<file path="config.mk">
export PLATFORM = sky130hd
export DESIGN_NAME = dmem_arbiter_flat
export DESIGN_NICKNAME = d
export VERILOG_FILES = /design/src/rtl/dmem_arbiter_pkg.sv /design/src/rtl/dmem_arbiter_if.sv /design/src/rtl/dmem_arbiter_starve_counter.sv /design/src/rtl/dmem_arbiter.sv /design/src/flat_wrapper.sv
export SDC_FILE = /design/constraint.sdc
export NUM_CORES = 1
export LEC_CHECK = 0
export CORE_MARGIN = 5
export CORE_UTILIZATION = 39
export CTS_CLUSTER_SIZE = 40
export DETAILED_ROUTE_END_ITERATION = 16
export GPL_ROUTABILITY_DRIVEN = 0
export PLACE_DENSITY = 0.87
export SYNTH_ARGS = -nofsm -noshare
export SYNTH_HDL_FRONTEND = slang
export SYNTH_SLANG_ARGS = --single-unit
export TNS_END_PERCENT = 100
</file>
<file path="constraint.sdc">
create_clock -name CLK -period 2.3 [get_ports CLK]
set_input_delay 0.46 -clock CLK [delete_from_list [all_inputs] [get_ports CLK]]
set_output_delay 0.46 -clock CLK [all_outputs]
set_load 0.02 [all_outputs]
</file>
<file path="src/rtl/dmem_arbiter_pkg.sv">
`default_nettype none
// ============================================================================
// Module   : dmem_arb_pkg
// Brief    : Shared FSM state encoding and default widths for dmem_arbiter.
// Revision : 1.0 - initial release
// ============================================================================
package dmem_arb_pkg;

    localparam int c_addr_w   = 10;
    localparam int c_data_w   = 32;
    localparam int c_starve_w = 4;

    typedef enum logic [1:0] {
        IDLE    = 2'd0,
        CORE_RD = 2'd1,
        EXT_RD  = 2'd2
    } arb_state_t;

endpackage
`default_nettype wire

</file>
<file path="src/rtl/dmem_arbiter_if.sv">
`default_nettype none
// ============================================================================
// Module   : dmem_arbiter_if
// Brief    : Core, external-master and RAM signals around the dmem arbiter.
// Revision : 1.0 - initial release
// ============================================================================
interface dmem_arbiter_if
    import dmem_arb_pkg::*;
#(
    parameter int ADDR_W = c_addr_w,
    parameter int DATA_W = c_data_w
);

    logic              CORE_READ;
    logic              CORE_WRITE;
    logic [ADDR_W-1:0] CORE_ADDR;
    logic [DATA_W-1:0] CORE_WDATA;
    logic [DATA_W-1:0] CORE_RDATA;
    logic              CORE_STALL;

    logic              EXT_REQ;
    logic              EXT_WE;
    logic [ADDR_W-1:0] EXT_ADDR;
    logic [DATA_W-1:0] EXT_WDATA;
    logic              EXT_GNT;
    logic              EXT_RVALID;
    logic [DATA_W-1:0] EXT_RDATA;

    logic [ADDR_W-1:0] MEM_ADDR;
    logic [DATA_W-1:0] MEM_WDATA;
    logic              MEM_READ;
    logic              MEM_WRITE;
    logic [DATA_W-1:0] MEM_RDATA;

    // Arbiter side
    modport slave (
        input  CORE_READ, CORE_WRITE, CORE_ADDR, CORE_WDATA,
        input  EXT_REQ, EXT_WE, EXT_ADDR, EXT_WDATA,
        input  MEM_RDATA,
        output CORE_RDATA, CORE_STALL,
        output EXT_GNT, EXT_RVALID, EXT_RDATA,
        output MEM_ADDR, MEM_WDATA, MEM_READ, MEM_WRITE
    );

    // Requester / RAM side
    modport master (
        output CORE_READ, CORE_WRITE, CORE_ADDR, CORE_WDATA,
        output EXT_REQ, EXT_WE, EXT_ADDR, EXT_WDATA,
        output MEM_RDATA,
        input  CORE_RDATA, CORE_STALL,
        input  EXT_GNT, EXT_RVALID, EXT_RDATA,
        input  MEM_ADDR, MEM_WDATA, MEM_READ, MEM_WRITE
    );

endinterface
`default_nettype wire

</file>
<file path="src/rtl/dmem_arbiter_starve_counter.sv">
`default_nettype none
// ============================================================================
// Module   : starve_counter
// Brief    : Saturating up-counter with synchronous clear and runtime limit.
// Revision : 1.0 - initial release
// ============================================================================
module starve_counter
    import dmem_arb_pkg::*;
(
    input  wire logic                  clk,
    input  wire logic                  rst_n,
    input  wire logic                  i_inc,
    input  wire logic                  i_clr,
    input  wire logic [c_starve_w-1:0] i_limit,
    output logic      [c_starve_w-1:0] o_count
);

    logic [c_starve_w-1:0] count_q;
    logic [c_starve_w-1:0] count_d;

    // Clear dominates increment so a grant always restarts the count.
    always_comb begin
        count_d = count_q;
        if (i_clr) begin
            count_d = '0;
        end else if (i_inc && (count_q < i_limit)) begin
            count_d = count_q + 1'b1;
        end
    end

    always_ff @(posedge clk or negedge rst_n) begin
        if (!rst_n) begin
            count_q <= '0;
        end else begin
            count_q <= count_d;
        end
    end

    assign o_count = count_q;

endmodule
`default_nettype wire

</file>
<file path="src/rtl/dmem_arbiter.sv">
`default_nettype none
// ============================================================================
// Module   : dmem_arbiter
// Brief    : Core / external-master arbiter and load sequencer for the
//            single-port synchronous-read data RAM.
// Revision : 1.0 - initial release
// ============================================================================
module dmem_arbiter
    import dmem_arb_pkg::*;
#(
    parameter int ADDR_W       = c_addr_w,
    parameter int DATA_W       = c_data_w,
    parameter int STARVE_LIMIT = 4
)(
    input  wire logic     CLK,
    input  wire logic     RESET_N,
    dmem_arbiter_if.slave bus
);

    localparam logic [c_starve_w-1:0] c_limit = c_starve_w'(STARVE_LIMIT);

    arb_state_t            state_q;
    arb_state_t            state_d;
    logic [DATA_W-1:0]     core_rdata_q;
    logic [DATA_W-1:0]     core_rdata_d;
    logic [DATA_W-1:0]     ext_rdata_q;
    logic [DATA_W-1:0]     ext_rdata_d;

    logic [c_starve_w-1:0] starve_count;
    logic                  core_req;
    logic                  ext_wins;
    logic                  ext_gnt;
    logic                  ext_rvalid;
    logic                  core_stall;
    logic [ADDR_W-1:0]     mem_addr;
    logic [DATA_W-1:0]     mem_wdata;
    logic                  mem_read;
    logic                  mem_write;
    logic [DATA_W-1:0]     core_rdata;
    logic [DATA_W-1:0]     ext_rdata;

    always_comb begin
        core_req = bus.CORE_READ | bus.CORE_WRITE;
        ext_wins = bus.EXT_REQ && (!core_req || (starve_count == c_limit));
    end

    starve_counter u_starve (
        .clk     (CLK),
        .rst_n   (RESET_N),
        .i_inc   (bus.EXT_REQ && !ext_gnt),
        .i_clr   (ext_gnt || !bus.EXT_REQ),
        .i_limit (c_limit),
        .o_count (starve_count)
    );

    always_comb begin
        state_d      = state_q;
        core_rdata_d = core_rdata_q;
        ext_rdata_d  = ext_rdata_q;
        core_rdata   = core_rdata_q;
        ext_rdata    = ext_rdata_q;
        ext_gnt      = 1'b0;
        ext_rvalid   = 1'b0;
        core_stall   = 1'b0;
        mem_addr     = '0;
        mem_wdata    = '0;
        mem_read     = 1'b0;
        mem_write    = 1'b0;

        case (state_q)
            IDLE: begin
                if (ext_wins) begin
                    ext_gnt    = 1'b1;
                    core_stall = core_req;
                    mem_addr   = bus.EXT_ADDR;
                    mem_wdata  = bus.EXT_WDATA;
                    mem_write  = bus.EXT_WE;
                    mem_read   = !bus.EXT_WE;
                    if (!bus.EXT_WE) begin
                        state_d = EXT_RD;
                    end
                end else if (core_req) begin
                    mem_addr   = bus.CORE_ADDR;
                    mem_write  = bus.CORE_WRITE;
                    mem_read   = bus.CORE_READ;
                    core_stall = bus.CORE_READ;
                    if (bus.CORE_WRITE) begin
                        mem_wdata = bus.CORE_WDATA;
                    end
                    if (bus.CORE_READ) begin
                        state_d = CORE_RD;
                    end
                end
            end
            // The core still presents its load here; it is already served.
            CORE_RD: begin
                core_rdata   = bus.MEM_RDATA;
                core_rdata_d = bus.MEM_RDATA;
                state_d      = IDLE;
            end
            EXT_RD: begin
                ext_rvalid  = 1'b1;
                ext_rdata   = bus.MEM_RDATA;
                ext_rdata_d = bus.MEM_RDATA;
                core_stall  = core_req;
                state_d     = IDLE;
            end
            default: begin
                state_d = IDLE;
            end
        endcase
    end

    always_ff @(posedge CLK or negedge RESET_N) begin
        if (!RESET_N) begin
            state_q      <= IDLE;
            core_rdata_q <= '0;
            ext_rdata_q  <= '0;
        end else begin
            state_q      <= state_d;
            core_rdata_q <= core_rdata_d;
            ext_rdata_q  <= ext_rdata_d;
        end
    end

    assign bus.CORE_RDATA = core_rdata;
    assign bus.CORE_STALL = core_stall;
    assign bus.EXT_GNT    = ext_gnt;
    assign bus.EXT_RVALID = ext_rvalid;
    assign bus.EXT_RDATA  = ext_rdata;
    assign bus.MEM_ADDR   = mem_addr;
    assign bus.MEM_WDATA  = mem_wdata;
    assign bus.MEM_READ   = mem_read;
    assign bus.MEM_WRITE  = mem_write;

endmodule
`default_nettype wire

</file>
<file path="src/flat_wrapper.sv">
// flat-port wrapper written by rule: the top's interface ports become plain ports
module dmem_arbiter_flat import dmem_arb_pkg::*;
#(
    parameter int ADDR_W       = c_addr_w,
    parameter int DATA_W       = c_data_w,
    parameter int STARVE_LIMIT = 4
)
  (CLK, RESET_N, bus_CORE_READ, bus_CORE_WRITE, bus_CORE_ADDR, bus_CORE_WDATA, bus_EXT_REQ, bus_EXT_WE, bus_EXT_ADDR, bus_EXT_WDATA, bus_MEM_RDATA, bus_CORE_RDATA, bus_CORE_STALL, bus_EXT_GNT, bus_EXT_RVALID, bus_EXT_RDATA, bus_MEM_ADDR, bus_MEM_WDATA, bus_MEM_READ, bus_MEM_WRITE);
  dmem_arbiter_if #(.ADDR_W(ADDR_W), .DATA_W(DATA_W)) bus_i ();
  input  wire logic CLK;
  input  wire logic RESET_N;
  input wire logic [$bits(bus_i.CORE_READ)-1:0] bus_CORE_READ;
  input wire logic [$bits(bus_i.CORE_WRITE)-1:0] bus_CORE_WRITE;
  input wire logic [$bits(bus_i.CORE_ADDR)-1:0] bus_CORE_ADDR;
  input wire logic [$bits(bus_i.CORE_WDATA)-1:0] bus_CORE_WDATA;
  input wire logic [$bits(bus_i.EXT_REQ)-1:0] bus_EXT_REQ;
  input wire logic [$bits(bus_i.EXT_WE)-1:0] bus_EXT_WE;
  input wire logic [$bits(bus_i.EXT_ADDR)-1:0] bus_EXT_ADDR;
  input wire logic [$bits(bus_i.EXT_WDATA)-1:0] bus_EXT_WDATA;
  input wire logic [$bits(bus_i.MEM_RDATA)-1:0] bus_MEM_RDATA;
  output wire logic [$bits(bus_i.CORE_RDATA)-1:0] bus_CORE_RDATA;
  output wire logic [$bits(bus_i.CORE_STALL)-1:0] bus_CORE_STALL;
  output wire logic [$bits(bus_i.EXT_GNT)-1:0] bus_EXT_GNT;
  output wire logic [$bits(bus_i.EXT_RVALID)-1:0] bus_EXT_RVALID;
  output wire logic [$bits(bus_i.EXT_RDATA)-1:0] bus_EXT_RDATA;
  output wire logic [$bits(bus_i.MEM_ADDR)-1:0] bus_MEM_ADDR;
  output wire logic [$bits(bus_i.MEM_WDATA)-1:0] bus_MEM_WDATA;
  output wire logic [$bits(bus_i.MEM_READ)-1:0] bus_MEM_READ;
  output wire logic [$bits(bus_i.MEM_WRITE)-1:0] bus_MEM_WRITE;
  assign bus_i.CORE_READ = bus_CORE_READ;
  assign bus_i.CORE_WRITE = bus_CORE_WRITE;
  assign bus_i.CORE_ADDR = bus_CORE_ADDR;
  assign bus_i.CORE_WDATA = bus_CORE_WDATA;
  assign bus_i.EXT_REQ = bus_EXT_REQ;
  assign bus_i.EXT_WE = bus_EXT_WE;
  assign bus_i.EXT_ADDR = bus_EXT_ADDR;
  assign bus_i.EXT_WDATA = bus_EXT_WDATA;
  assign bus_i.MEM_RDATA = bus_MEM_RDATA;
  assign bus_CORE_RDATA = bus_i.CORE_RDATA;
  assign bus_CORE_STALL = bus_i.CORE_STALL;
  assign bus_EXT_GNT = bus_i.EXT_GNT;
  assign bus_EXT_RVALID = bus_i.EXT_RVALID;
  assign bus_EXT_RDATA = bus_i.EXT_RDATA;
  assign bus_MEM_ADDR = bus_i.MEM_ADDR;
  assign bus_MEM_WDATA = bus_i.MEM_WDATA;
  assign bus_MEM_READ = bus_i.MEM_READ;
  assign bus_MEM_WRITE = bus_i.MEM_WRITE;
  dmem_arbiter #(.ADDR_W(ADDR_W), .DATA_W(DATA_W), .STARVE_LIMIT(STARVE_LIMIT)) u_core (.CLK(CLK), .RESET_N(RESET_N), .bus(bus_i));
endmodule
</file>
==> run summary <==
Reg area - 1750 µm²
top-area cell type share of the netlist area - 51.3%
R2R cell count - 7
Slew Viols, Final - 0
area delta synth->final - 107%
initial antenna violation count - 0
CP delay by family, top - buffers and inverters
via count - 3,962
CP required - 1.84 ns
Die W - 104 µm
Unique masters post-synth - 27
Detailed Routing Iterations Pass 1 - 7
clock sinks - 70
layout cells sized above 1 - 45.3%
Hold WC Path Type - in -> async
Max Freq - 411 MHz
Starting Density - 39.6%
Post-synth EDFFs - 0
Reg clk slew, reported paths - 0.09 ns
DRC viols - 0
Tot GR Track Use - 26.9%
slowest stage delay, CP - 0.39 ns
Net Count, Synth - 443
status - complete, but fails checks
VDD IR max - 0.358 mV
global-route wire length before repair - 23.0 mm
die footprint - 10,700 µm²
I/O pins - 233
Slowest cell on crit path - dfrtp_1
relative slew slack - 76.1%
area leader, netlist - dfrtp_1
critical path class - reg -> out
WL final - 17.0 mm
failing checks - setup timing
root buf cell - clkbuf_8
Async SR Flop Fraction - 100%
Mapped Area - 3420 µm²
ys flop type - dfrtp_1
top cells by area, synth - dfrtp_1, mux2_2, nand2_1, o22ai_1, buf_2
Via density - 5.63
RSZ-0062 raised after global routing - true
endpoints failing hold - 0
skew final - 0.0125 ns
maximum clock path buffer count - 2
reg2reg start - u_core.u_starve.o_count[1]$_DFFE_PN0P_
H-tree depth - 3
vias in the first global route - 4,173
CP Cell Sequence - inv_2 > ha_4 > nand4b_1 > buf_4 > a21boi_4 > buf_12 > o22ai_2 > buf_6
Pwr Density - 754 nW/µm²
CP endpoint kind - output pin
Num CTS Buffers - 9
Pwr Total - 5.33 mW
setup slack, reg-to-reg - 0.62 ns
largest net degree at the start of global routing - 71
WP buf/inv - 4
Critical Path Start Type - register
worst slew pin tran - 0.359 ns
Post-CTS Hold Buffers - 0
filler cell count in the final layout - 444
height of the die - 104 µm
core area - 8640 µm²
Crit Path Max Fanout - 6
number of routed nets with antenna violations - 0
post-route setup TNS - -3.25 ns
nets - 715
LEAKAGE - 3.17 nW
r2r endpoint - u_core.u_starve.o_count[2]$_DFFE_PN0P_
1st-iter DRT viols - 200
Mapped Cells - 319
diode count - 0
final number of setup-violating endpoints - 41
Multi-input gate area - 2010 µm²
row count - 34
Final period util - 106%
Routed wire per std cell - 24.1 µm
flops & latches, synth - 70
CTS tree - built
number of I/O port buffers - 232
Place WS - -0.978 ns
Final HPWL DP - 10.1 mm
worst setup margin - -0.131 ns
Worst EP arrival - 1.97 ns
Synth Area per Inst - 10.7 µm²
post-synthesis sequential area ratio - 51.3%
grt ovf - 0
Yosys warning count - 0
Max-Cap Viols - 0
Clk Latency, worst-skew pair - 0.34 ns
min cycle time layout - 2.43 ns
[flip-flops by register name, indices dropped and copies added, names as in the netlist]
signal                   flops
u_core.state_q               2
u_core.core_rdata_q         32
u_core.ext_rdata_q          32
u_core.u_starve.o_count      4
[stage by stage]
step           util [%]  cells  area [µm²]  hold WS [ns]
2_1_floorplan         -    319        3420         0.164
3_3_place_gp       70.6    659        6090         0.466
3_5_place_dp       70.6    659        6090         0.481
4_1_cts            78.4    689        6770         0.124
5_1_grt            81.8    704        7060         0.126
6_report           81.8    704        7060         0.129
[power by group]
part | total (mW) | switching (mW) | internal [mW]
sequential | 1.65 | 0.0926 | 1.56
combinational | 2.59 | 1.37 | 1.22
clock | 1.09 | 0.475 | 0.619
[final cells by class]
type | instances | area share (%)
flip-flops and latches | 70 | 24.8
repair buffers | 286 | 41.4
inverters | 4 | 0.213
well taps | 108 | 1.91
multi-input cells | 220 | 28.5
clock inverters | 6 | 1.33
clock buffers | 10 | 1.81
[cell usage after synthesis (2+ instances only)]
master and n:
mux2_2 63, dfrtp_1 70, o21ai_0 10, inv_1 4
nor2b_1 2, o22ai_1 33, buf_4 3, clkbuf_1 6
ha_1 2, nand2_1 76, buf_1 2, or2_2 2
nor2_1 5, buf_2 16, mux2_1 2, o211a_1 3
nand4_1 10
[timing repair]
action / CTS / global route
resized for setup: 438 / 96
endpoints found under the hold margin: 0 / 0
buffers inserted: 10 / 10
setup endpoints to repair: 111 / 98
pin swaps: 27 / 10
gates cloned: 4 / 7
[how the worst max path moves through the flow]
stage,startpoint,end,slack (ns),depth (start not counted)
after floorplan,u_core.u_starve.o_count[0]$_DFFE_PN0P_,bus_MEM_READ,0.21,6
after global placement,bus_EXT_REQ,bus_MEM_WDATA[11],-0.86,5
after detailed placement,bus_EXT_REQ,bus_MEM_ADDR[3],-0.98,5
after CTS,u_core.u_starve.o_count[0]$_DFFE_PN0P_,bus_MEM_WDATA[11],-0.04,8
after global routing,u_core.u_starve.o_count[1]$_DFFE_PN0P_,bus_MEM_WDATA[22],-0.19,8
final,u_core.u_starve.o_count[1]$_DFFE_PN0P_,bus_MEM_WDATA[0],-0.13,8
[placed cells by master (no fill, tap or decap), drive strengths merged, types with 13 or more instances in the layout]
cell type / n
clkdlybuf4s50: 119
buf: 110
nand2: 76
dfrtp: 70
mux2: 65
clkbuf: 34
o22ai: 33
dlygate4sd2: 20
clkdlybuf4s15: 13
[kinds of logic after synthesis]
group,share of synthesized area (%)
AO/OA/AOI/OAI,9.48
XOR/XNOR,0.256
adder cells (fa/ha/maj),0.732
buffers and inverters,4.65
flip-flops,51.3
multiplexers,21.4
AND/OR/NAND/NOR,12.2
[layer usage]
| layer | global-route usage [%] | wire [µm] | up-vias |
|---|---|---|---|
| met4 | 15.9 | 1140 | 0 |
| met5 | 0 | 0 | - |
| li1 | - | - | 1671 |
| met1 | 27.5 | 5670 | 1900 |
| met2 | 47.8 | 8610 | 304 |
| met3 | 8.21 | 1540 | 87 |
No activity file was read; power rests on OpenSTA's default activity.
